==> src/rtl/status_cond_ctrl_if.sv <==
// ----------------------------------------------------------------------------
// status_cond_ctrl_if
//   Bundles the ID-stage handshake, the EX flag-write port and the status
//   outputs of status_cond_ctrl into one interface.
//
//   master : pipeline side; drives the ID instruction, the flush and the EX
//            flag write, and observes id_ready/id_exec and the status outputs.
//   slave  : status_cond_ctrl side.
//
//   Signals
//     id_valid       instruction present in ID
//     id_cond        condition field of the ID instruction
//     id_sets_flags  S bit of the ID instruction
//     flush          branch taken in EX, kills the ID instruction this cycle
//     ex_flag_valid  EX writes flags this cycle
//     ex_flags       new flags {z,c,n,v}
//     id_ready       ID instruction may advance this cycle
//     id_exec        ID instruction advances with its condition passed
//     stat_reg       architectural flags {z,c,n,v}
//     pending        flag-setting instructions in flight
//     err            sticky {timeout, underflow}
// ----------------------------------------------------------------------------
interface status_cond_ctrl_if #(
    parameter int MAX_PENDING = 2
);
    localparam int CONDITION_LEN  = 4;
    localparam int STATUS_REG_LEN = 4;
    localparam int PEND_W         = $clog2(MAX_PENDING + 1);

    logic                      id_valid;
    logic [CONDITION_LEN-1:0]  id_cond;
    logic                      id_sets_flags;
    logic                      flush;
    logic                      ex_flag_valid;
    logic [STATUS_REG_LEN-1:0] ex_flags;
    logic                      id_ready;
    logic                      id_exec;
    logic [STATUS_REG_LEN-1:0] stat_reg;
    logic [PEND_W-1:0]         pending;
    logic [1:0]                err;

    modport master (
        output id_valid, id_cond, id_sets_flags, flush, ex_flag_valid, ex_flags,
        input  id_ready, id_exec, stat_reg, pending, err
    );

    modport slave (
        input  id_valid, id_cond, id_sets_flags, flush, ex_flag_valid, ex_flags,
        output id_ready, id_exec, stat_reg, pending, err
    );
endinterface

==> src/rtl/status_cond_ctrl.sv <==
// ----------------------------------------------------------------------------
// status_cond_ctrl
//   Condition-code evaluation and flag-hazard interlock for the ID stage.
//   Evaluates the ID instruction's condition against the current flags
//   (forwarding a same-cycle EX flag write), stalls conditional instructions
//   while flag writers are still in flight, limits the number of in-flight
//   flag writers, and watches for over-long stalls and spurious flag writes.
//
//   Ports
//     clk   single clock, rising edge
//     rst   asynchronous, active-low reset
//     bus   status_cond_ctrl_if.slave (see interface for signal list)
//
//   Parameters
//     MAX_PENDING  maximum flag-setting instructions between ID and EX write
//     WAIT_LIMIT   consecutive stall cycles that raise the timeout error
// ----------------------------------------------------------------------------
module status_cond_ctrl #(
    parameter int MAX_PENDING = 2,
    parameter int WAIT_LIMIT  = 15
) (
    input  logic               clk,
    input  logic               rst,
    status_cond_ctrl_if.slave  bus
);
    localparam int PEND_W = $clog2(MAX_PENDING + 1);
    localparam int CNT_W  = $clog2(WAIT_LIMIT + 1);

    typedef enum logic [1:0] {
        RUN  = 2'd0,
        WAIT = 2'd1,
        ERR  = 2'd2
    } state_t;

    state_t            state, state_d;
    logic [CNT_W-1:0]  stall_cnt, stall_cnt_d;
    logic [3:0]        stat_reg;
    logic [PEND_W-1:0] pending, pending_d;
    logic [1:0]        err;

    logic [3:0] eval_flags;
    logic       z, c, n, v;
    logic       cond_pass;
    logic       flag_hazard;
    logic       full;
    logic       id_ready;
    logic       accept;
    logic       id_exec;
    logic       underflow;
    logic       timeout;
    logic       stall;

    // Same-cycle forwarding: a flag write in EX is visible to the ID condition.
    assign eval_flags = bus.ex_flag_valid ? bus.ex_flags : stat_reg;
    assign {z, c, n, v} = eval_flags;

    always_comb begin
        case (bus.id_cond)
            4'b0000: cond_pass = z;
            4'b0001: cond_pass = ~z;
            4'b0010: cond_pass = c;
            4'b0011: cond_pass = ~c;
            4'b0100: cond_pass = n;
            4'b0101: cond_pass = ~n;
            4'b0110: cond_pass = v;
            4'b0111: cond_pass = ~v;
            4'b1000: cond_pass = c & ~z;
            4'b1001: cond_pass = ~c | z;
            4'b1010: cond_pass = (n == v);
            4'b1011: cond_pass = (n != v);
            4'b1100: cond_pass = ~z & (n == v);
            4'b1101: cond_pass = z | (n != v);
            4'b1110: cond_pass = 1'b1;
            default: cond_pass = 1'b0;
        endcase
    end

    // A writer retiring this cycle is already forwarded, so only writers
    // beyond it block a conditional instruction.
    assign flag_hazard = (bus.id_cond != 4'b1110) &&
                         (pending > PEND_W'(bus.ex_flag_valid));
    assign full        = bus.id_sets_flags && (pending == PEND_W'(MAX_PENDING)) &&
                         !bus.ex_flag_valid;

    // Held low while reset is asserted so nothing advances out of reset.
    assign id_ready = rst & bus.id_valid & ~flag_hazard & ~full;
    assign accept   = id_ready & ~bus.flush;
    assign id_exec  = accept & cond_pass;

    assign underflow = bus.ex_flag_valid && (pending == '0);
    assign stall     = bus.id_valid & ~id_ready & ~bus.flush;

    // A flag write with nothing in flight saturates at zero, even if a new
    // writer is accepted in the same cycle.
    always_comb begin
        if (underflow) begin
            pending_d = '0;
        end else begin
            pending_d = pending + PEND_W'(id_exec & bus.id_sets_flags)
                                - PEND_W'(bus.ex_flag_valid);
        end
    end

    // stall_cnt holds the number of consecutive stalled cycles already seen;
    // the stalled RUN cycle that enters WAIT is the first one.
    always_comb begin
        // NOTE: every always_comb output gets a default first so no path can infer a latch.
        state_d     = state;
        stall_cnt_d = stall_cnt;
        timeout     = 1'b0;
        case (state)
            RUN: begin
                stall_cnt_d = '0;
                if (stall) begin
                    state_d     = WAIT;
                    stall_cnt_d = CNT_W'(1);
                end
            end
            WAIT: begin
                if (!stall) begin
                    state_d     = RUN;
                    stall_cnt_d = '0;
                end else if (stall_cnt + CNT_W'(1) == CNT_W'(WAIT_LIMIT)) begin
                    state_d     = ERR;
                    stall_cnt_d = '0;
                    timeout     = 1'b1;
                end else begin
                    stall_cnt_d = stall_cnt + CNT_W'(1);
                end
            end
            ERR: begin
                // Datapath keeps running; only reset leaves this state.
                stall_cnt_d = '0;
            end
            default: begin
                state_d     = RUN;
                stall_cnt_d = '0;
            end
        endcase
    end

    // NOTE: only control/status registers exist here; all are reset asynchronously.
    always_ff @(posedge clk or negedge rst) begin
        if (!rst) begin
            state     <= RUN;
            stall_cnt <= '0;
            stat_reg  <= '0;
            pending   <= '0;
            err       <= '0;
        end else begin
            // NOTE: sequential state uses non-blocking assignment so every register samples pre-edge values.
            state     <= state_d;
            stall_cnt <= stall_cnt_d;
            pending   <= pending_d;
            err       <= err | {timeout, underflow};
            if (bus.ex_flag_valid) begin
                stat_reg <= bus.ex_flags;
            end
        end
    end

    assign bus.id_ready = id_ready;
    assign bus.id_exec  = id_exec;
    assign bus.stat_reg = stat_reg;
    assign bus.pending  = pending;
    assign bus.err      = err;
endmodule

==> src/flat_wrapper.sv <==
// flat-port wrapper written by rule: the top's interface ports become plain ports
module status_cond_ctrl_flat 
#(
    parameter int MAX_PENDING = 2,
    parameter int WAIT_LIMIT  = 15
)
  (clk, rst, bus_id_valid, bus_id_cond, bus_id_sets_flags, bus_flush, bus_ex_flag_valid, bus_ex_flags, bus_id_ready, bus_id_exec, bus_stat_reg, bus_pending, bus_err);
  status_cond_ctrl_if #(.MAX_PENDING(MAX_PENDING)) bus_i ();
  input  logic clk;
  input  logic rst;
  input wire logic [$bits(bus_i.id_valid)-1:0] bus_id_valid;
  input wire logic [$bits(bus_i.id_cond)-1:0] bus_id_cond;
  input wire logic [$bits(bus_i.id_sets_flags)-1:0] bus_id_sets_flags;
  input wire logic [$bits(bus_i.flush)-1:0] bus_flush;
  input wire logic [$bits(bus_i.ex_flag_valid)-1:0] bus_ex_flag_valid;
  input wire logic [$bits(bus_i.ex_flags)-1:0] bus_ex_flags;
  output wire logic [$bits(bus_i.id_ready)-1:0] bus_id_ready;
  output wire logic [$bits(bus_i.id_exec)-1:0] bus_id_exec;
  output wire logic [$bits(bus_i.stat_reg)-1:0] bus_stat_reg;
  output wire logic [$bits(bus_i.pending)-1:0] bus_pending;
  output wire logic [$bits(bus_i.err)-1:0] bus_err;
  assign bus_i.id_valid = bus_id_valid;
  assign bus_i.id_cond = bus_id_cond;
  assign bus_i.id_sets_flags = bus_id_sets_flags;
  assign bus_i.flush = bus_flush;
  assign bus_i.ex_flag_valid = bus_ex_flag_valid;
  assign bus_i.ex_flags = bus_ex_flags;
  assign bus_id_ready = bus_i.id_ready;
  assign bus_id_exec = bus_i.id_exec;
  assign bus_stat_reg = bus_i.stat_reg;
  assign bus_pending = bus_i.pending;
  assign bus_err = bus_i.err;
  status_cond_ctrl #(.MAX_PENDING(MAX_PENDING), .WAIT_LIMIT(WAIT_LIMIT)) u_core (.clk(clk), .rst(rst), .bus(bus_i));
endmodule
==> config.mk <==
export PLATFORM = sky130hd
export DESIGN_NAME = status_cond_ctrl_flat
export DESIGN_NICKNAME = d
export VERILOG_FILES = /design/src/rtl/status_cond_ctrl_if.sv /design/src/rtl/status_cond_ctrl.sv /design/src/flat_wrapper.sv
export SDC_FILE = /design/constraint.sdc
export NUM_CORES = 1
export LEC_CHECK = 0
export ABC_CLOCK_PERIOD_IN_PS = 2800
export CAP_MARGIN = 0
export CORE_UTILIZATION = 45
export DETAILED_ROUTE_END_ITERATION = 8
export DONT_BUFFER_PORTS = 1
export SLEW_MARGIN = 20
export SYNTH_ARGS = -nofsm -noshare
export SYNTH_HDL_FRONTEND = slang
export SYNTH_SLANG_ARGS = --single-unit
export TNS_END_PERCENT = 20
==> constraint.sdc <==
create_clock -name clk -period 2.8 [get_ports clk]
set_input_delay 0.42 -clock clk [delete_from_list [all_inputs] [get_ports clk]]
set_output_delay 0.42 -clock clk [all_outputs]
set_load 0.05 [all_outputs]
[Word-level counts from Yosys, hierarchy flattened]
Cells that the tools add are included.
Cells by class
  add/subtract/negate cells: 3
  $mul: 0
  divide/modulo/power cells: 0
  order comparisons: 1
  equality and inequality tests: 23
  shift operators: 0
  multiplexer cells: 14
  bitwise operators: 22
  reductions and logical operators: 9
Operators with widths (number)
  $eq 4x4->1 const B: 8
  $eq 4x3->1 const B: 4
  $pmux 1 s15: 1
  $mux 4: 3
  $and 1x1->1: 10
  $not 1->1: 9
  $eq 4x2->1 const B: 2
  $mux 2: 4
  $pmux 4 s2: 1
  $pmux 2 s3: 1
  $add 4x1->4 const B: 1
  $eq 2x2->1 const B: 2
  $eq 4x1->1 const B: 1
  $logic_and 1x1->1: 4
  $logic_not 2->1: 2
  $logic_not 4->1: 1
  $mux 1: 4
  $ne 4x4->1 const B: 1
  $ne 3x3->1 const B: 1
  $reduce_and 3->1: 1
  $add 2x2->2: 1
  $eq 2x1->1 const B: 1
  $gt 2x1->1: 1
  $ne 2x1->1 const B: 1
  6 further kinds: 7
Storage, ports and cells
  register bits after elaboration: 14
  bits in latches: 0
  bits in writable memories: 0
  bits in read-only memories: 0
  input port bits: 14
  output and inout bits: 10
  logic and storage cells: 77
  memories kept: 0

[Depth between registers and ports, before layout]
Gate-level depths: netlist of the first run.
  depth in word-level cells: 11
  mapped depth: 10
  mapped depth without buffers: 10

[Worst setup path before layout of the first run]
Ideal clock, no wire load.
  path kind: register to output
  from: register u_core.stat_reg[0] (netlist: u_core.bus.stat_reg[0])
  to: output bus_id_exec
  data arrival time: 3067 ps
  data required time: 2380 ps
  setup slack: -687 ps
  stages on the path, launching flop included: 6
  path buffers: 0
  cell sequence: dfrtp_1 > mux2_2 > o31a_1 > a221oi_2 > nor4_2 > nor4bb_1
On the way
  longest elaborated chain between the ends: 5
  elaborated cells on any way between the ends: 8
  those cells by class: eq/ne: 2; mux: 2; bitwise: 4
Ends and longest elaborated chain
  from (decl): line status_cond_ctrl.sv:37  | logic [3:0] stat_reg;
  from (signal assigned): line status_cond_ctrl.sv:157  | stat_reg <= bus.ex_flags;
  $mux 4 *
  via u_core.eval_flags[0]: line status_cond_ctrl.sv:41  | logic [3:0] eval_flags;
  $ne 1x1->1 or $eq 1x1->1 (tied branches)
  $or 1x1->1 or $and 1x1->1 (tied branches): line status_cond_ctrl.sv:72, status_cond_ctrl.sv:71
  $pmux 1 s15 *: line status_cond_ctrl.sv:58  | case (bus.id_cond)
  $and 1x1->1 *: line status_cond_ctrl.sv:88  | assign id_exec = accept & cond_pass;
  to (decl): line flat_wrapper.sv:18  | output wire logic [$bits(bus_i.id_exec)-1:0] bus_id_exec;
Mark *: on every way through the listed nets, which the timed path passes. The rest lies on a longest branch.

[Worst setup path in the final report of the first run]
  from: register u_core.stat_reg[1] (netlist: u_core.bus.stat_reg[1])
  to: output bus_id_exec
On the way
  longest elaborated chain between the ends: 5
  elaborated cells on any way between the ends: 8
  those cells by class: eq/ne: 2; mux: 2; bitwise: 4
Ends and longest elaborated chain (line)
  $mux 4 *
  $ne 1x1->1 or $eq 1x1->1 (tied branches)
  $or 1x1->1 or $and 1x1->1 (tied branches): status_cond_ctrl.sv:72, status_cond_ctrl.sv:71
  $pmux 1 s15 *: status_cond_ctrl.sv:58
  $and 1x1->1 *: status_cond_ctrl.sv:88
Mark *: on every way between the ends. The rest lies on a longest branch, timed or not.

==> results of run 1 <==
## final cells by class
cell class	instances	area, um^2
fillers	192	1030
multi-input cells	73	642
flip-flops and latches	14	350
repair buffers	8	62.6
clock buffers	4	36.3
well taps	28	35.0
inverters	9	33.8
## repair_timing
action	in CTS	in global routing
hold buffers	1	0
endpoints found under the setup margin	0	0
resized for setup	0	0
setup buffers	0	0
endpoints found under the hold margin	14	0
## through the flow
step           area [um^2]  setup WS (ns)  power (mW)   util  hold slack (ns)
2_1_floorplan         1050         -0.164       0.466      -            0.124
5_1_grt               1160         0.0422       0.710  0.529            0.277
4_1_cts               1160          0.117       0.675  0.529            0.282
3_5_place_dp          1110          0.372       0.517  0.508            0.125
3_3_place_gp          1110          0.431       0.514  0.508            0.125
6_report              1160          0.134       0.668  0.529            0.294
## cells in the final DEF, fill, tap and decap left out, types with 2 or more instances in the layout
cell type  netlist  final
a21oi_1          3      3
clkbuf_4         0      3
nor2_1           4      4
nor3_2           3      3
buf_4            1      7
o21a_1           2      2
dfrtp_1         14     14
mux2_4           2      2
o21bai_1         3      3
nand4b_1         3      3
ha_1             5      5
nor3_1           3      3
mux4_1           2      2
inv_1            9      9
nand3_1          3      3
a21o_1           2      2
xor2_1           4      4
nand2_1          4      4
o21ai_0          3      3
o2bb2ai_1        3      3
## cell families (layout without fill, tap and decap cells)
kind of cell | count (synthesis) | after routing | synth area share
flops | 14 | 14 | 0.337
fa+ha+maj | 5 | 5 | 0.0602
buf+inv | 12 | 21 | 0.0554
mux | 6 | 6 | 0.101
compound gates | 25 | 25 | 0.183
xor+xnor | 5 | 5 | 0.0422
simple gates | 32 | 32 | 0.220
## metal layers
layer  track usage  wire length [um]  up-vias
met5             0                 0        -
met4         0.143                75        0
met3        0.0401               107        7
met2         0.300               994       18
met1         0.227               886      373
li1              -                 -      388
## report_power, final
group / total, mW / internal [mW] / leakage, nW / switching [mW]
combinational: 0.242 / 0.0967 / 0.311 / 0.145
clock: 0.150 / 0.0793 / 0.0210 / 0.0709
sequential: 0.276 / 0.225 / 0.175 / 0.0512
total: 0.668 / 0.401 / 0.507 / 0.267
## critical path: cells and delay by family, from the launching register on
| family | cells | cell delay, ns |
|---|---|---|
| buf+inv | 1 | 0.20 |
| compound gates | 2 | 0.35 |
| simple gates | 2 | 0.50 |
| mux | 1 | 0.49 |
| flops | 1 | 0.41 |
## worst paths after layout
| path | slack, ns | endpoint |
|---|---|---|
| hold reg to reg | 0.47 | u_core.state[0] |
| min in group asynchronous | 0.60 | u_core.bus.stat_reg[2] |
| hold / removal | 0.29 | u_core.bus.stat_reg[3] |
| setup reg to reg | 0.43 | u_core.bus.pending[1] |
| max in group asynchronous | 1.77 | u_core.bus.pending[0] |
| setup / recovery | 0.13 | bus_id_exec |
==> flow_metrics.tcl, run 1 <==
set metrics [dict create \
    synth_edf_count 0 \
    status "completed" \
    crit_slowest_cell "mux4_1" \
    r2r-start "u_core.bus.stat_reg[1]" \
    ios 24 \
    cp_cell_sequence "mux4_1 > o2bb2ai_1 > a32o_1 > nor4_2 > nor4bb_2 > buf_4" \
    antenna_left 0 \
    antenna_found_initial 0 \
    critical_path_class "reg2out" \
    setup_viol 0 \
    clk_pin_slew_worst_paths_ns 0.09 \
    vias 786 \
    reg2reg_depth 9 \
    grt_overflow 0 \
    drive_above_1_share 0.231 \
    synthCells 99 \
    initial_core_util 0.474 \
    critPathRequiredTime_ns 2.38 \
    clock_latency_ns 0.29 \
    slew_headroom 0.550 \
    htreeDepth 1 \
    std_cell_rows 17 \
    worstHoldStart "bus_ex_flags[3]" \
    grt_max_degree 17 \
    cp-end-kind "output port" \
    setup-tns-final_ns 0 \
    post_drt_wl_per_cell_um 15.2 \
    slowest_delay_ns 0.49 \
    ys_async_sr_fraction 1.00 \
    nets 128 \
    syn-num-nets 118 \
    die_w_um 50.0 \
    p_leak_nw 0.507 \
    gp_congestion 0.868 \
    placed_cells 131 \
    ys_seq_elements 14 \
    hold_class "in2reg" \
    worstPathArrival_ns 2.25 \
    cts_root_buf "clkbuf_4" \
    portBuffers 0 \
    yosysWarnings 0 \
    fp.coreArea_mm2 0.00219 \
    power.density_mw_per_mm2 576 \
    cp-startpoint "u_core.bus.stat_reg[1]" \
    synthDistinctLibCells 45 \
    grt_setup_unrepaired "no" \
    period_share 0.952 \
    grt_pass1_wl_um 3480 \
    drv_slew 0 \
    hold_depth 1 \
    avgViaCountPerCell 5.78 \
    yosysSeqAreaShare 0.337 \
    drv_cap 0 \
    grt_pass1_vias 781 \
    synthMostInstantiatedCell "dfrtp_1" \
    avgSynthCellArea_um2 10.5 \
    fmax_ghz 0.375 \
    yosysTopAreaCell "dfrtp_1" \
    vdd_drop_max_mv 0.422 \
    cts_buffer_depth 2 \
    post-dp-hpwl_um 1560 \
    cts_buffers 3 \
    dieArea_mm2 0.00250 \
    finalClockSkew_ns 0.00130 \
    worstPathMaxFanout 3 \
    n_antenna_cell 0 \
    drc 0 \
    syn-cell-area_mm2 0.00104 \
    drt_iter0_markers 18 \
    drt_wl_total_um 2060 \
    synthTopCellsByArea "dfrtp_1 34%, ha_1 6.0%, mux4_1 5.1%" \
    start_kind "register" \
    die-height_um 50.0 \
    worst_pin_slew_ns 0.673 \
    final_cells 136 \
    synth_top_area_share 0.337 \
    cts_tree "yes" \
    finalCriticalPeriod_ns 2.67 \
    synthFlopType "dfrtp_1" \
    hold_viol 0 \
    area_growth_pct 11.7 \
    dr.pass1.iters 6 \
    yosys-top-cells-count "14 x dfrtp_1, 9 x inv_1, 5 x ha_1" \
    cts.sinks 14 \
    grt_usage 0.192 \
]
Note: power is estimated with default switching activity, not from simulation.
==> inputs of run 2 (changes only) <==
CORE_UTILIZATION = 50   (was 45)
==> run 2 against run 1 <==
Against the previous run: first-iteration DRC count shrank 17%; total power is 3.3% lower; critical path depth is the same; critical path type unchanged.
==> flow_metrics.tcl, run 2 (synthesized netlist as in run 1, its figures left out) <==
set metrics [dict create \
    antenna_found_initial 0 \
    cp-startpoint "u_core.bus.stat_reg[3]" \
    grt_usage 0.197 \
    grt_setup_unrepaired "no" \
    cts_buffer_depth 2 \
    portBuffers 0 \
    antenna_left 0 \
    grt_pass1_vias 682 \
    fmax_ghz 0.385 \
    hold_viol 0 \
    setup_viol 0 \
    vdd_drop_max_mv 0.419 \
    hold_slack_ns 0.307 \
    period_share 0.928 \
    std_cell_rows 16 \
    finalCriticalPeriod_ns 2.60 \
    drv_slew 0 \
    cp-end-kind "output port" \
    finalClockSkew_ns 0.00152 \
    grt_pass1_wl_um 3000 \
    final_common_cell "dfrtp_1" \
    clock_latency_ns 0.27 \
    drive_above_1_share 0.234 \
    slew_headroom 0.596 \
    grt.busiest_layer "met2" \
    final_core_util 0.587 \
    htreeDepth 1 \
    die_w_um 47.6 \
    n_antenna_cell 0 \
    dr.pass1.iters 4 \
    post_cts_buffers 0 \
    crit_slowest_cell "mux4_1" \
    worstPathMaxFanout 4 \
    post-dp-hpwl_um 1590 \
    dieArea_mm2 0.00226 \
    setup-tns-final_ns 0 \
    area_growth_pct 11.0 \
    post_drt_wl_per_cell_um 15.4 \
    worst_pin_slew_ns 0.604 \
    reg2reg_slack_ns 0.44 \
    grt_max_degree 17 \
    drv_cap 0 \
    drt_wl_total_um 2060 \
    critPathRequiredTime_ns 2.38 \
    worstHoldStart "bus_ex_flags[3]" \
    status "completed" \
    use_met1 0.251 \
    critical_path_class "reg2out" \
    placed_cells 129 \
    crit_family "multiplexers" \
    globalRouteMet3Util 0.0377 \
    grt_overflow 0 \
    r2r-start "u_core.bus.stat_reg[3]" \
    cts_buffers 3 \
    slowest_delay_ns 0.50 \
    path_buf_inv 1 \
    hold_class "in2reg" \
    drt_iter0_markers 15 \
    ios 24 \
    layout_common_cells "13 x dfrtp_1, 9 x inv_1, 6 x buf_4" \
    cp_cell_sequence "mux4_1 > o2bb2ai_1 > a32o_1 > nor4_2 > nor4bb_2 > buf_4" \
    fp.coreArea_mm2 0.00196 \
    cts_tree "yes" \
    met2_usage 0.337 \
    die-height_um 47.6 \
    p_leak_nw 0.501 \
    nets 127 \
    initial_core_util 0.529 \
    vias 774 \
    drc 0 \
    cts.sinks 14 \
    clk_pin_slew_worst_paths_ns 0.08 \
    power.density_mw_per_mm2 561 \
    final_cells 134 \
    avgViaCountPerCell 5.78 \
    finalPower_uw 646 \
    worstPathArrival_ns 2.18 \
    gp_congestion 0.760 \
    start_kind "register" \
    cts_root_buf "clkbuf_4" \
]
-- run 2: cell types whose count changed in the layout (fill, tap and decap cells not counted), sizes merged --
cell / change
buf: -1
-- run 2: worst reg2reg max path: cells and delay by family (launching register included) --
| kind | cells | cell delay [ns] |
|---|---|---|
| adder cells (fa/ha/maj) | 1 | 0.20 |
| AND/OR/NAND/NOR | 3 | 0.50 |
| multiplexers | 1 | 0.50 |
| XOR/XNOR | 1 | 0.15 |
| flip-flops | 1 | 0.42 |
| AO/OA/AOI/OAI | 3 | 0.46 |
-- run 2: power by group --
group          total [mW]  leakage [nW]  switching, mW  internal (mW)
clock network       0.142        0.0210         0.0632         0.0790
logic               0.200         0.306          0.113         0.0867
registers           0.305         0.174         0.0781          0.226
-- run 2: area by class of cell --
class / instances / area [um^2]
multi-input cells: 73 / 642
fillers: 190 / 810
repair buffers: 7 / 55.1
flip-flops and latches: 14 / 352
inverters: 9 / 33.8
clock buffers: 4 / 36.3
well taps: 27 / 33.8
-- run 2: path summary, 6_finish.rpt --
path / end / cells past startpoint
worst max-delay path: bus_id_exec / 6
worst min-delay path: u_core.bus.stat_reg[3] / 1
worst max register to register: u_core.bus.pending[1] / 9
worst min register to register: u_core.stall_cnt[0] / 1
max in group asynchronous: u_core.bus.pending[0] / 1
min in group asynchronous: u_core.bus.stat_reg[2] / 1
-- run 2: per-stage QoR --
step	setup WS (ns)	instance area, um^2
floorplan	-0.164	1050
global placement	0.423	1100
detailed placement	0.393	1100
CTS	0.171	1150
global route	0.112	1150
finish	0.202	1150
-- run 2: timing repair --
| item | in CTS | in global routing |
|---|---|---|
| endpoints found under the hold margin | 14 | 0 |
| setup endpoints to repair | 0 | 1 |
| resized for setup | 0 | 1 |
| hold buffers | 1 | 0 |
-- run 2: layer usage --
layer  wire, um  share of wire
met5          0              0
met4         12         0.0058
met3        100          0.049
met2       1070           0.52
met1        874           0.42
==> inputs of run 3 (changes only) <==
SKIP_CTS_REPAIR_TIMING = 1   (was unset)
==> run 3 against run 2 <==
Against the previous run: first-iteration DRC count unchanged; register-to-register slack is essentially flat; utilization did not move; maximum frequency is essentially flat; final cell count did not move.
==> flow_metrics.tcl, run 3 (synthesized netlist as in run 1, its figures left out) <==
set metrics [dict create \
    worstPathMaxFanout 4 \
    htreeDepth 1 \
    worst_pin_slew_ns 0.612 \
    r2r-start "u_core.bus.stat_reg[3]" \
    drc 0 \
    p_leak_nw 0.501 \
    cts_tree "yes" \
    fin_area_mm2 0.00115 \
    ios 24 \
    vias 773 \
    grt_setup_unrepaired "no" \
    grt_usage 0.193 \
    fillers 190 \
    area_growth_pct 11.0 \
    die_w_um 47.6 \
    worstPathArrival_ns 2.18 \
    hold_class "in2reg" \
    placed_cells 129 \
    setup-tns-final_ns 0 \
    worstHoldStart "bus_ex_flags[3]" \
    cts.sinks 14 \
    fp.coreArea_mm2 0.00196 \
    place_area_mm2 0.00110 \
    power.density_mw_per_mm2 561 \
    n_antenna_cell 0 \
    drt_iter0_markers 15 \
    dr.pass1.iters 4 \
    critical_path_class "reg2out" \
    drv_slew 0 \
    grt_overflow 0 \
    final_core_util 0.587 \
    finalCriticalPeriod_ns 2.60 \
    drive_above_1_share 0.234 \
    grt_max_degree 17 \
    critPathRequiredTime_ns 2.38 \
    final_cells 134 \
    layout_common_cells "13 x dfrtp_1, 9 x inv_1, 6 x buf_4" \
    grt_pass1_vias 676 \
    cts_root_buf "clkbuf_4" \
    avgViaCountPerCell 5.77 \
    final_common_cell "dfrtp_1" \
    cp-end-kind "output port" \
    antenna_left 0 \
    vdd_drop_max_mv 0.419 \
    r2r-end "u_core.bus.pending[1]" \
    die-height_um 47.6 \
    antenna_found_initial 0 \
    dieArea_mm2 0.00226 \
    std_cell_rows 16 \
    hold_viol 0 \
    fmax_ghz 0.385 \
    drt_wl_total_um 2060 \
    initial_core_util 0.529 \
    clk_pin_slew_worst_paths_ns 0.08 \
    reg2reg_depth 9 \
    cts_buffer_depth 2 \
    hold_depth 1 \
    slew_headroom 0.591 \
    grt_pass1_wl_um 2960 \
    status "completed" \
    start_kind "register" \
    nets 127 \
    period_share 0.928 \
    min_to "u_core.bus.stat_reg[3]" \
    gp_congestion 0.760 \
    post-dp-hpwl_um 1590 \
    setup_viol 0 \
    portBuffers 0 \
    finalClockSkew_ns 0.00145 \
    post_drt_wl_per_cell_um 15.4 \
    clock_latency_ns 0.27 \
    reg2reg_slack_ns 0.44 \
    drv_cap 0 \
    cts_buffers 3 \
]
==> run 3: cell counts in the layout (fill, tap and decap cells not counted) <==
Identical to the previous run, type by type.
==> run 3: worst max path at each step <==
stage                                 startpoint             endpoint  slack (ns)
after floorplan           u_core.bus.stat_reg[0]          bus_id_exec       -0.16
after global placement     u_core.bus.pending[0]  u_core.stall_cnt[2]        0.42
after detailed placement   u_core.bus.pending[0]  u_core.stall_cnt[3]        0.39
after CTS                 u_core.bus.stat_reg[3]          bus_id_exec        0.17
after global routing      u_core.bus.stat_reg[3]          bus_id_exec        0.11
final                     u_core.bus.stat_reg[3]          bus_id_exec        0.20
==> run 3: final cells by class <==
class	instances	area, um^2	share of cell area
tap	27	33.8	0.0293
sequential	14	352	0.305
clock buffer	4	36.3	0.0315
multi-input combinational	73	642	0.557
inverter	9	33.8	0.0293
timing repair buffer	7	55.1	0.0478
==> run 3: where the power goes <==
part | leakage (nW) | switching, mW | internal [mW] | total [mW]
sequential | 0.174 | 0.0781 | 0.226 | 0.305
clock | 0.0210 | 0.0633 | 0.0790 | 0.142
combinational | 0.306 | 0.113 | 0.0867 | 0.200
total | 0.501 | 0.254 | 0.392 | 0.646
==> run 3: stage by stage <==
step                worst slack [ns]  power, mW  hold WS (ns)
floorplan                     -0.164      0.466         0.124
global placement               0.423      0.498         0.125
detailed placement             0.393      0.502         0.125
CTS                            0.171      0.648        -0.181
global route                   0.112      0.685         0.296
finish                         0.202      0.646         0.307
==> run 3: per-layer routing <==
metal | track usage | up-vias | part of all wire
li1 | - | 393 | -
met1 | 0.246 | 359 | 0.43
met2 | 0.329 | 19 | 0.52
met3 | 0.0377 | 2 | 0.049
met4 | 0.0667 | 0 | 0.0058
met5 | 0 | - | 0
==> run 3: critical path, cell delays in order (launching register included) <==
cell	delay, ns
dfrtp_1	0.42
mux4_1	0.50
o2bb2ai_1	0.14
a32o_1	0.22
nor4_2	0.33
nor4bb_2	0.09
buf_4	0.20
